## src/rtl/tx_ctrl_q.sv

```systemverilog
// Queued UART transmit controller: word FIFO, sticky connect request with priority,
// optional idle heartbeat and a built-in start/data/stop serializer.
module tx_ctrl_q #(
  parameter int         CLK_PER_BIT = 434,
  parameter int         DATA_W      = 8,
  parameter int         FIFO_DEPTH  = 4,
  parameter logic [8:0] CONN_BYTE   = 9'h0FF,
  parameter logic [8:0] HB_BYTE     = 9'h000,
  parameter int         HB_CYC      = 0
) (
  input  logic                          clk,
  input  logic                          rst_n,
  input  logic                          i_ctrl_conn,
  input  logic                          i_lost,
  input  logic                          i_send,
  input  logic [DATA_W-1:0]             i_data,
  output logic                          o_ready,
  output logic                          o_tx,
  output logic                          o_busy,
  output logic [1:0]                    o_state,
  output logic [$clog2(FIFO_DEPTH):0]   o_fifo_count,
  output logic                          o_overflow
);

  localparam int PTR_W  = $clog2(FIFO_DEPTH);
  localparam int CNT_W  = PTR_W + 1;
  localparam int CYC_W  = $clog2(CLK_PER_BIT);
  localparam int IDX_W  = $clog2(DATA_W + 2);
  localparam int HB_W   = $clog2(HB_CYC + 2);
  localparam bit HB_EN  = (HB_CYC != 0);

  localparam logic [CNT_W-1:0]  FULL_CNT = CNT_W'(FIFO_DEPTH);
  localparam logic [CYC_W-1:0]  CYC_LAST = CYC_W'(CLK_PER_BIT - 1);
  localparam logic [IDX_W-1:0]  IDX_LAST = IDX_W'(DATA_W + 1);
  localparam logic [HB_W-1:0]   HB_LAST  = HB_W'((HB_CYC > 0) ? HB_CYC - 1 : 0);
  localparam logic [DATA_W-1:0] CONN_WORD = CONN_BYTE[DATA_W-1:0];
  localparam logic [DATA_W-1:0] HB_WORD   = HB_BYTE[DATA_W-1:0];

  typedef enum logic [1:0] {LOST = 2'd0, IDLE = 2'd1, LOAD = 2'd2, BUSY = 2'd3} state_t;
  typedef enum logic [1:0] {SRC_FIFO = 2'd0, SRC_CONN = 2'd1, SRC_HB = 2'd2} src_t;

  state_t             state;
  state_t             state_next;
  src_t               src;
  logic               conn_latch;
  logic [CNT_W-1:0]   count;
  logic [PTR_W-1:0]   wr_ptr;
  logic [PTR_W-1:0]   rd_ptr;
  logic [DATA_W-1:0]  mem [FIFO_DEPTH];
  logic [DATA_W-1:0]  rd_data;
  logic [DATA_W-1:0]  load_word;
  logic [DATA_W:0]    shreg;
  logic [CYC_W-1:0]   bit_cyc;
  logic [IDX_W-1:0]   bit_idx;
  logic [HB_W-1:0]    hb_cnt;
  logic               tx;
  logic               overflow;

  logic fifo_empty;
  logic fifo_full;
  logic push;
  logic pop;
  logic sel_conn;
  logic sel_hb;
  logic idle_free;
  logic hb_due;
  logic frame_done;

  assign fifo_empty = (count == '0);
  assign fifo_full  = (count == FULL_CNT);
  assign push       = i_send && !fifo_full && !i_lost;
  assign sel_conn   = conn_latch && ((state == LOST) || (state == IDLE));
  assign idle_free  = (state == IDLE) && !conn_latch && !i_lost;
  assign pop        = idle_free && !fifo_empty;
  assign hb_due     = HB_EN && (hb_cnt == HB_LAST);
  assign sel_hb     = idle_free && fifo_empty && hb_due;
  assign frame_done = (state == BUSY) && (bit_cyc == CYC_LAST) && (bit_idx == IDX_LAST);

  // State register
  always_ff @(posedge clk or negedge rst_n) begin
    if (!rst_n) state <= LOST;
    else        state <= state_next;
  end

  // Next-state logic; connect request outranks link loss in both LOST and IDLE
  always_comb begin
    state_next = state;
    case (state)
      LOST: begin
        if (conn_latch)   state_next = LOAD;
        else if (!i_lost) state_next = IDLE;
      end
      IDLE: begin
        if (sel_conn)            state_next = LOAD;
        else if (i_lost)         state_next = LOST;
        else if (pop || sel_hb)  state_next = LOAD;
      end
      LOAD:    state_next = BUSY;
      BUSY:    if (frame_done) state_next = IDLE;
      default: state_next = LOST;
    endcase
  end

  // Outputs
  always_comb begin
    o_state      = state;
    o_busy       = (state == LOAD) || (state == BUSY);
    o_ready      = !fifo_full && !i_lost;
    o_fifo_count = count;
    o_tx         = tx;
    o_overflow   = overflow;
  end

  // FIFO pointers and occupancy; link loss flushes the queue every cycle
  always_ff @(posedge clk or negedge rst_n) begin
    if (!rst_n) begin
      count    <= '0;
      wr_ptr   <= '0;
      rd_ptr   <= '0;
      overflow <= 1'b0;
    end else begin
      overflow <= i_send && !i_lost && fifo_full;
      if (i_lost) begin
        count  <= '0;
        wr_ptr <= '0;
        rd_ptr <= '0;
      end else begin
        if (push) wr_ptr <= wr_ptr + 1'b1;
        if (pop)  rd_ptr <= rd_ptr + 1'b1;
        if (push && !pop)      count <= count + 1'b1;
        else if (pop && !push) count <= count - 1'b1;
      end
    end
  end

  // Storage array with registered read; the head captured at the pop edge feeds LOAD
  always_ff @(posedge clk) begin
    if (push) mem[wr_ptr] <= i_data;
    rd_data <= mem[rd_ptr];
  end

  always_ff @(posedge clk or negedge rst_n) begin
    if (!rst_n) begin
      conn_latch <= 1'b0;
      src        <= SRC_FIFO;
      hb_cnt     <= '0;
    end else begin
      conn_latch <= i_ctrl_conn || (conn_latch && !sel_conn);
      if (sel_conn)    src <= SRC_CONN;
      else if (pop)    src <= SRC_FIFO;
      else if (sel_hb) src <= SRC_HB;
      if ((state == IDLE) && (state_next == IDLE) && fifo_empty && !conn_latch)
        hb_cnt <= hb_cnt + 1'b1;
      else
        hb_cnt <= '0;
    end
  end

  always_comb begin
    case (src)
      SRC_CONN: load_word = CONN_WORD;
      SRC_HB:   load_word = HB_WORD;
      default:  load_word = rd_data;
    endcase
  end

  // Serializer: bit_idx 0 = start, 1..DATA_W = data, DATA_W+1 = stop
  always_ff @(posedge clk or negedge rst_n) begin
    if (!rst_n) begin
      tx      <= 1'b1;
      shreg   <= '1;
      bit_cyc <= '0;
      bit_idx <= '0;
    end else if (state == LOAD) begin
      tx      <= 1'b0;
      shreg   <= {1'b1, load_word};
      bit_cyc <= '0;
      bit_idx <= '0;
    end else if (state == BUSY) begin
      if (bit_cyc == CYC_LAST) begin
        bit_cyc <= '0;
        if (bit_idx != IDX_LAST) begin
          bit_idx <= bit_idx + 1'b1;
          tx      <= shreg[0];
          shreg   <= {1'b1, shreg[DATA_W:1]};
        end
      end else begin
        bit_cyc <= bit_cyc + 1'b1;
      end
    end else begin
      tx <= 1'b1;
    end
  end

endmodule

```

## config.mk

```make
export PLATFORM = sky130hd
export DESIGN_NAME = tx_ctrl_q
export DESIGN_NICKNAME = d
export VERILOG_FILES = /design/src/rtl/tx_ctrl_q.sv
export SDC_FILE = /design/constraint.sdc
export NUM_CORES = 1
export LEC_CHECK = 0
export BUFFER_PORTS_ARGS = -buffer_cell sky130_fd_sc_hd__buf_2
export CAP_MARGIN = 25
export CELL_PAD_IN_SITES_DETAIL_PLACEMENT = 0
export CELL_PAD_IN_SITES_GLOBAL_PLACEMENT = 2
export CORE_ASPECT_RATIO = 1.5
export CORE_MARGIN = 2
export CORE_UTILIZATION = 38
export DETAILED_ROUTE_END_ITERATION = 10
export PLACE_DENSITY_LB_ADDON = 0.1
export SLEW_MARGIN = 20
export SYNTH_ARGS = -nofsm -noshare
export SYNTH_HDL_FRONTEND = slang
export SYNTH_SLANG_ARGS = --single-unit
```

## constraint.sdc

```tcl
create_clock -name clk -period 2.2 [get_ports clk]
set_input_delay 0.44 -clock clk [delete_from_list [all_inputs] [get_ports clk]]
set_output_delay 0.44 -clock clk [all_outputs]
set_load 0.05 [all_outputs]
```

==> Word-level counts from Yosys, hierarchy flattened <==
Memory sizes are Yosys's and may differ from the RTL's. A register that Yosys moved wholly into a read port is not among the register bits.
Cells that the tools add are included.
{ "totals": {"input_bits": 13, "mem_bits_rw": 32, "latchBits": 0, "output_inout_bits": 9, "elab_cells": 102, "mem_bits_ro": 0, "ff_bits": 36, "n_memories": 1} }
{ "mem_list": {"columns": ["memory", "depth", "word_bits", "rd", "rd_ports_with_merged_regs", "write_ports", "line_no", "source"], "rows": [
  ["mem", 4, 8, 1, 1, 1, "49", "logic [DATA_W-1:0] mem [FIFO_DEPTH];"]
]} }
{ "op_classes": {"shift": 0, "n_div": 0, "add_sub_neg": 6, "magnitude_cmp": 0, "eq_ne": 14, "n_mul": 0, "muxes": 34, "bitwise": 0, "n_reduce_logical": 36} }
{ "op_table": {"columns": ["operator", "count"], "rows": [
  ["two-way mux 9 bit", 7],
  ["two-way mux 2 bit", 12],
  ["two-way mux 4 bit", 4],
  ["case mux 8 bit (2 select lines)", 1],
  ["logical AND 1 bit", 14],
  ["nonzero test 2 bit", 6],
  ["adder 9 x 1 -> 9 bit, second input constant", 1],
  ["equality test 9 bit, second input constant", 1],
  ["two-way mux 3 bit", 3],
  ["!= test 4 bit, second input constant", 2],
  ["case mux 2 bit (4 select lines)", 1],
  ["logical NOT 1 bit", 7],
  ["equality test 2 bit, second input constant", 3],
  ["two-way mux 1 bit", 6],
  ["!= test 3 x 1 -> 1 bit, second input constant", 2],
  ["AND reduction 3 bit", 2],
  ["adder 2 x 1 -> 2 bit, second input constant", 2],
  ["adder 4 x 1 -> 4 bit, second input constant", 1],
  ["equality test 2 x 1 -> 1 bit, second input constant", 2],
  ["equality test 4 bit, second input constant", 1],
  ["adder 3 x 1 -> 3 bit, second input constant", 1],
  ["equality test 3 bit, second input constant", 1],
  ["logical NOT 3 bit", 1],
  ["logical OR 1 bit", 3],
  ["6 further kinds", 6]
]} }

==> Logic depth before layout (Yosys ltp) <==
{ "depth": {"word_depth": 9, "ltp_mapped": 7, "depth_no_buf": 7} }

==> Least setup slack after synthesis <==
No wires, ideal clock.
{ "synth_path": {"kind": "flip-flop to flip-flop", "startpoint": "register state[0], in the netlist o_state[0]", "endpoint": "register count[2], in the netlist o_fifo_count[2]", "arrival_time_ns": 2.433, "n_path_buf": 0, "slack_ns": -0.305, "synth_period_minus_slack_ns": 2.505, "t_required_ns": 2.128, "stages_incl_launch_ff": 8, "path_cell_list": "dfrtp_1 o31ai_2 nor4_4 nor3_1 fa_1 and2_1 mux4_2 nor2_1"} }
{ "synth_via": {"elab_chain_len": 8} }
{ "synth_rtl": {"columns": ["item", "line_no", "source"], "rows": [
  ["start, declared", "42", "state_t state;"],
  ["start signal, assigned", "82", "else state <= state_next;"],
  ["equality test 2 x 1 -> 1 bit (*)", "73", "assign idle_free = (state == IDLE) && !conn_latch && !i_lost;"],
  ["logical AND 1 bit (*) (2 in series)", "73", null],
  ["logical AND 1 bit (*)", "74", "assign pop = idle_free && !fifo_empty;"],
  ["logical NOT 1 bit", "130", "if (push && !pop) count <= count + 1'b1;"],
  ["logical AND 1 bit", "130", null],
  ["two-way mux 3 bit", "130", null],
  ["two-way mux 3 bit", "123", "if (i_lost) begin"],
  ["end signal, assigned", "130", null],
  ["end signal, assigned", "131", "else if (pop && !push) count <= count - 1'b1;"],
  ["end, declared", "46", "logic [CNT_W-1:0] count;"]
]} }
Every way passes the cells marked *; elsewhere a longest branch is shown, timed or not.
A chain may end at the register's enable or synchronous reset.

==> Final worst setup path <==
{ "layout_path": {"startpoint": "register count[1], in the netlist o_fifo_count[1]", "endpoint": "register count[2], in the netlist o_fifo_count[2]"} }
{ "layout_via": {"elab_chain_len": 7} }
{ "layout_rtl": {"columns": ["item"], "rows": [
  ["branches (longest 7 deep; another with subtractor 3 x 1 -> 3 bit)"]
]} }
Parallel ways; which one is timed is not known. The select of a mux whose other input is x is not followed.

==> run summary <==
Horizontal extent of the die = 78.8 um
Int Power = 2.68 mW
Largest net degree at the start of global routing = 29
Max IR drop VDD = 0.596 mV
GRT Overall Usage = 0.146
Number of distinct library cells after synthesis = 50
Sequential cell fraction of total power = 0.470
# port buffers = 21
EDFF count, synth = 32
Area of placed instances = 3520 um^2
WL met3 = 150 um
Worst setup slack before clock tree synthesis = 112 ps
Clock period minus final worst setup slack = 2100 ps
CTS Buffer Depth = 2
Maximum cell stage delay along the critical path = 450 ps
Top cell family by delay on the critical path = simple AND/OR/NAND/NOR gates
Highest net fanout along the worst path = 4
Setup-violating endpoint count in the final report = 0
Number of buffers added by the clock tree synthesis step = 9
DRC violations left = 0
NumNets Final = 295
Sum of overflow across all layers after global routing = 0
Most numerous cell types in the synthesized netlist = sky130_fd_sc_hd__edfxtp_1 (32), sky130_fd_sc_hd__dfrtp_1 (25), sky130_fd_sc_hd__nor2_1 (16)
Top-area cell type share of the netlist area = 0.301
HPWL reported at the end of detailed placement = 4050 um
Cell-by-cell trace of the critical path = or3b_4 -> nand2_4 -> nor3_2 -> fa_2 -> and2_1 -> mux4_2 -> nor2_1
Antenna-violating nets left = 0
Cell taking the most area after synthesis = sky130_fd_sc_hd__edfxtp_1
Fin Setup TNS = 0 ps
Number of warnings issued by yosys = 0
Final weighted congestion of routability-driven global placement = 0.724
Total power density per cell area = 938 nW/um^2
Crit end category = flop
Kind of critical path = reg -> reg
Endpoint of the worst register-to-register path = o_fifo_count[2]
Measured slew at the worst slew-check pin = 662 ps
Total Power = 3.58 mW
Synthesized area per cell = 13.5 um^2
Number of detailed-route iterations in the first pass = 4
Static leakage = 1.55 nW
Combinational group share of total power = 0.131
Met2 routed wirelength = 3180 um
Initial antenna violation count = 0
Number of cell instances on the worst register-to-register path = 7
Power dissipated by switching net loads = 897 uW
Run status = completed
Clock tree from TritonCTS = done
Power share of the clock group = 0.398
Peak clock frequency supported by timing = 0.477 GHz
Total count of hold-check failures in the final report = 0
Hold Buf Count CTS = 0
Clock H-tree levels = 3
Number of top-level design ports = 22
Data required time at the worst endpoint = 2450 ps
Max Transition Viols Final = 0
RSZ-0062 raised after global routing = false
Wire length on met1 = 2340 um
Std-Cell Core Area = 8060 um^2
Clk sink count = 74
Worst Hold Slack = 144 ps
Critical path buffers and inverters = 0
Element type at the critical path start = flop
Clock tree skew after final layout = 4.80 ps
Cell with the largest stage delay on the worst path = sky130_fd_sc_hd__mux4_2
Synthesized netlist cell count = 237
Number of gates on the worst path with buffers counted = 7
Detailed-route vias per instance = 5.03
Root buf cell = sky130_fd_sc_hd__clkbuf_16
MaxCap Viol Count = 0
Final cell area excluding filler cells = 3820 um^2
Initial Util = 0.396
Detailed Route Iter0 Violations = 72
Vias in the first global route = 2,051
Most used DFF post-synth = sky130_fd_sc_hd__edfxtp_1
Core Util, Final = 0.474
Routed wire length = 5820 um
Type of the most critical hold path = in -> async
Reg-to-Reg Start = o_fifo_count[1]
Endpoint arrival time on the critical path = 2350 ps
Post-synthesis to final-layout area growth = 19.6%
Insertion delay to the later sink of the worst-skew pair = 330 ps
Proportion of register bits with asynchronous set or reset after synthesis = 0.459
Synth top area cells = sky130_fd_sc_hd__edfxtp_1 (30%), sky130_fd_sc_hd__dfrtp_1 (20%), sky130_fd_sc_hd__dfstp_2 (7.4%), sky130_fd_sc_hd__mux4_2 (6.4%), sky130_fd_sc_hd__dfxtp_1 (5.0%)
Library cell with the highest instance count after synthesis = sky130_fd_sc_hd__edfxtp_1
Share of the yosys chip area belonging to registers = 0.622
Post-Synthesis Net Count = 259
Max transition margin = 0.559
Least setup slack across all paths after layout = 102 ps
Number of vias after detailed routing = 1,928
Die Y-Extent = 116 um
Top routing layer in use = met4
Row count = 40
Instance count after placement with tap cells included = 367
Routed length per placed instance = 15.2 um
Reg2reg setup slack = 100 ps
Fraction of final layout cells with drive strength greater than 1 = 0.309
Final period utilization = 0.954
First-pass GRT wire length = 9950 um
Switching part of the total = 0.251
Die footprint = 9160 um^2
Cell Area, Synth = 3190 um^2
Flip-flop and latch count after synthesis = 74
Diode insertion count for antenna repair = 0
Count of non-filler cells in the finished layout = 383
Clock edge transition at the registers on the reported setup and hold paths = 60 ps
state kept, by name (all words and copies together) (netlist names):
register,count
conn_latch,1
rd_ptr,2
rd_data,8
o_state,2
o_fifo_count,3
src,1
o_overflow,1
shreg,8
o_tx,1
wr_ptr,2
mem,32
bit_cyc,9
bit_idx,4
power by group through the flow:
stage	Sequential [mW]	Combinational, mW	Clock [mW]
floorplan	1.74	0.283	0
global placement	1.71	0.467	0
detailed placement	1.71	0.477	0
CTS	1.69	0.479	1.47
global route	1.70	0.528	1.53
finish	1.68	0.471	1.43
placed cells by master (no fill, tap or decap), types with 3 or more instances in the layout:
| cell | count |
|---|---|
| sky130_fd_sc_hd__edfxtp_1 | 32 |
| sky130_fd_sc_hd__buf_2 | 21 |
| sky130_fd_sc_hd__dfrtp_1 | 20 |
| sky130_fd_sc_hd__nor2_1 | 16 |
| sky130_fd_sc_hd__a21oi_1 | 14 |
| sky130_fd_sc_hd__buf_4 | 14 |
| sky130_fd_sc_hd__inv_1 | 13 |
| sky130_fd_sc_hd__o21ai_0 | 10 |
| sky130_fd_sc_hd__mux4_2 | 9 |
| sky130_fd_sc_hd__nand2_1 | 9 |
| sky130_fd_sc_hd__clkbuf_16 | 9 |
| sky130_fd_sc_hd__dfstp_2 | 9 |
| sky130_fd_sc_hd__nor3_1 | 8 |
| sky130_fd_sc_hd__mux2i_1 | 8 |
| sky130_fd_sc_hd__ha_1 | 8 |
| sky130_fd_sc_hd__dfxtp_1 | 8 |
| sky130_fd_sc_hd__and2_1 | 5 |
| sky130_fd_sc_hd__nand3_1 | 5 |
| sky130_fd_sc_hd__dfrtp_2 | 5 |
| sky130_fd_sc_hd__a21o_1 | 3 |
| sky130_fd_sc_hd__nor2b_1 | 3 |
| sky130_fd_sc_hd__o22ai_1 | 3 |
worst max path at each step:
stage / slack, ps / startpoint / end
6_report: 100 / o_fifo_count[1] / o_fifo_count[2]
5_1_grt: 6 / o_fifo_count[1] / o_fifo_count[2]
4_1_cts: 90 / o_fifo_count[1] / o_fifo_count[2]
3_5_place_dp: 110 / o_fifo_count[1] / o_fifo_count[2]
3_3_place_gp: 130 / o_fifo_count[1] / o_fifo_count[2]
2_1_floorplan: -70 / o_fifo_count[2] / o_fifo_count[2]
layer usage:
layer	up-vias	track usage
met5	-	0
met4	0	0.0724
met3	12	0.0448
met2	30	0.263
met1	949	0.154
li1	937	-
kinds of logic after synthesis:
logic type / count (synthesis) / share of synthesized area
compound gates: 41 / 0.0820
xor+xnor: 5 / 0.0161
buf+inv: 23 / 0.0282
mux: 20 / 0.0992
fa+ha+maj: 9 / 0.0376
simple gates: 65 / 0.115
flops: 74 / 0.622
timing repair:
item | 4_1_cts | 5_1_grt
resized for setup | 0 | 1
setup buffers | 0 | 0
setup endpoints to repair | 0 | 1
layout make-up:
type	instances	area (um^2)
inverter	13	48.8
fill	737	4240
timing repair buffer	35	210
clock buffer	10	229
multi-input combinational	140	1140
sequential	74	1990
tap	105	131
clock inverter	6	67.6
Power figures use the tool's default switching activity.
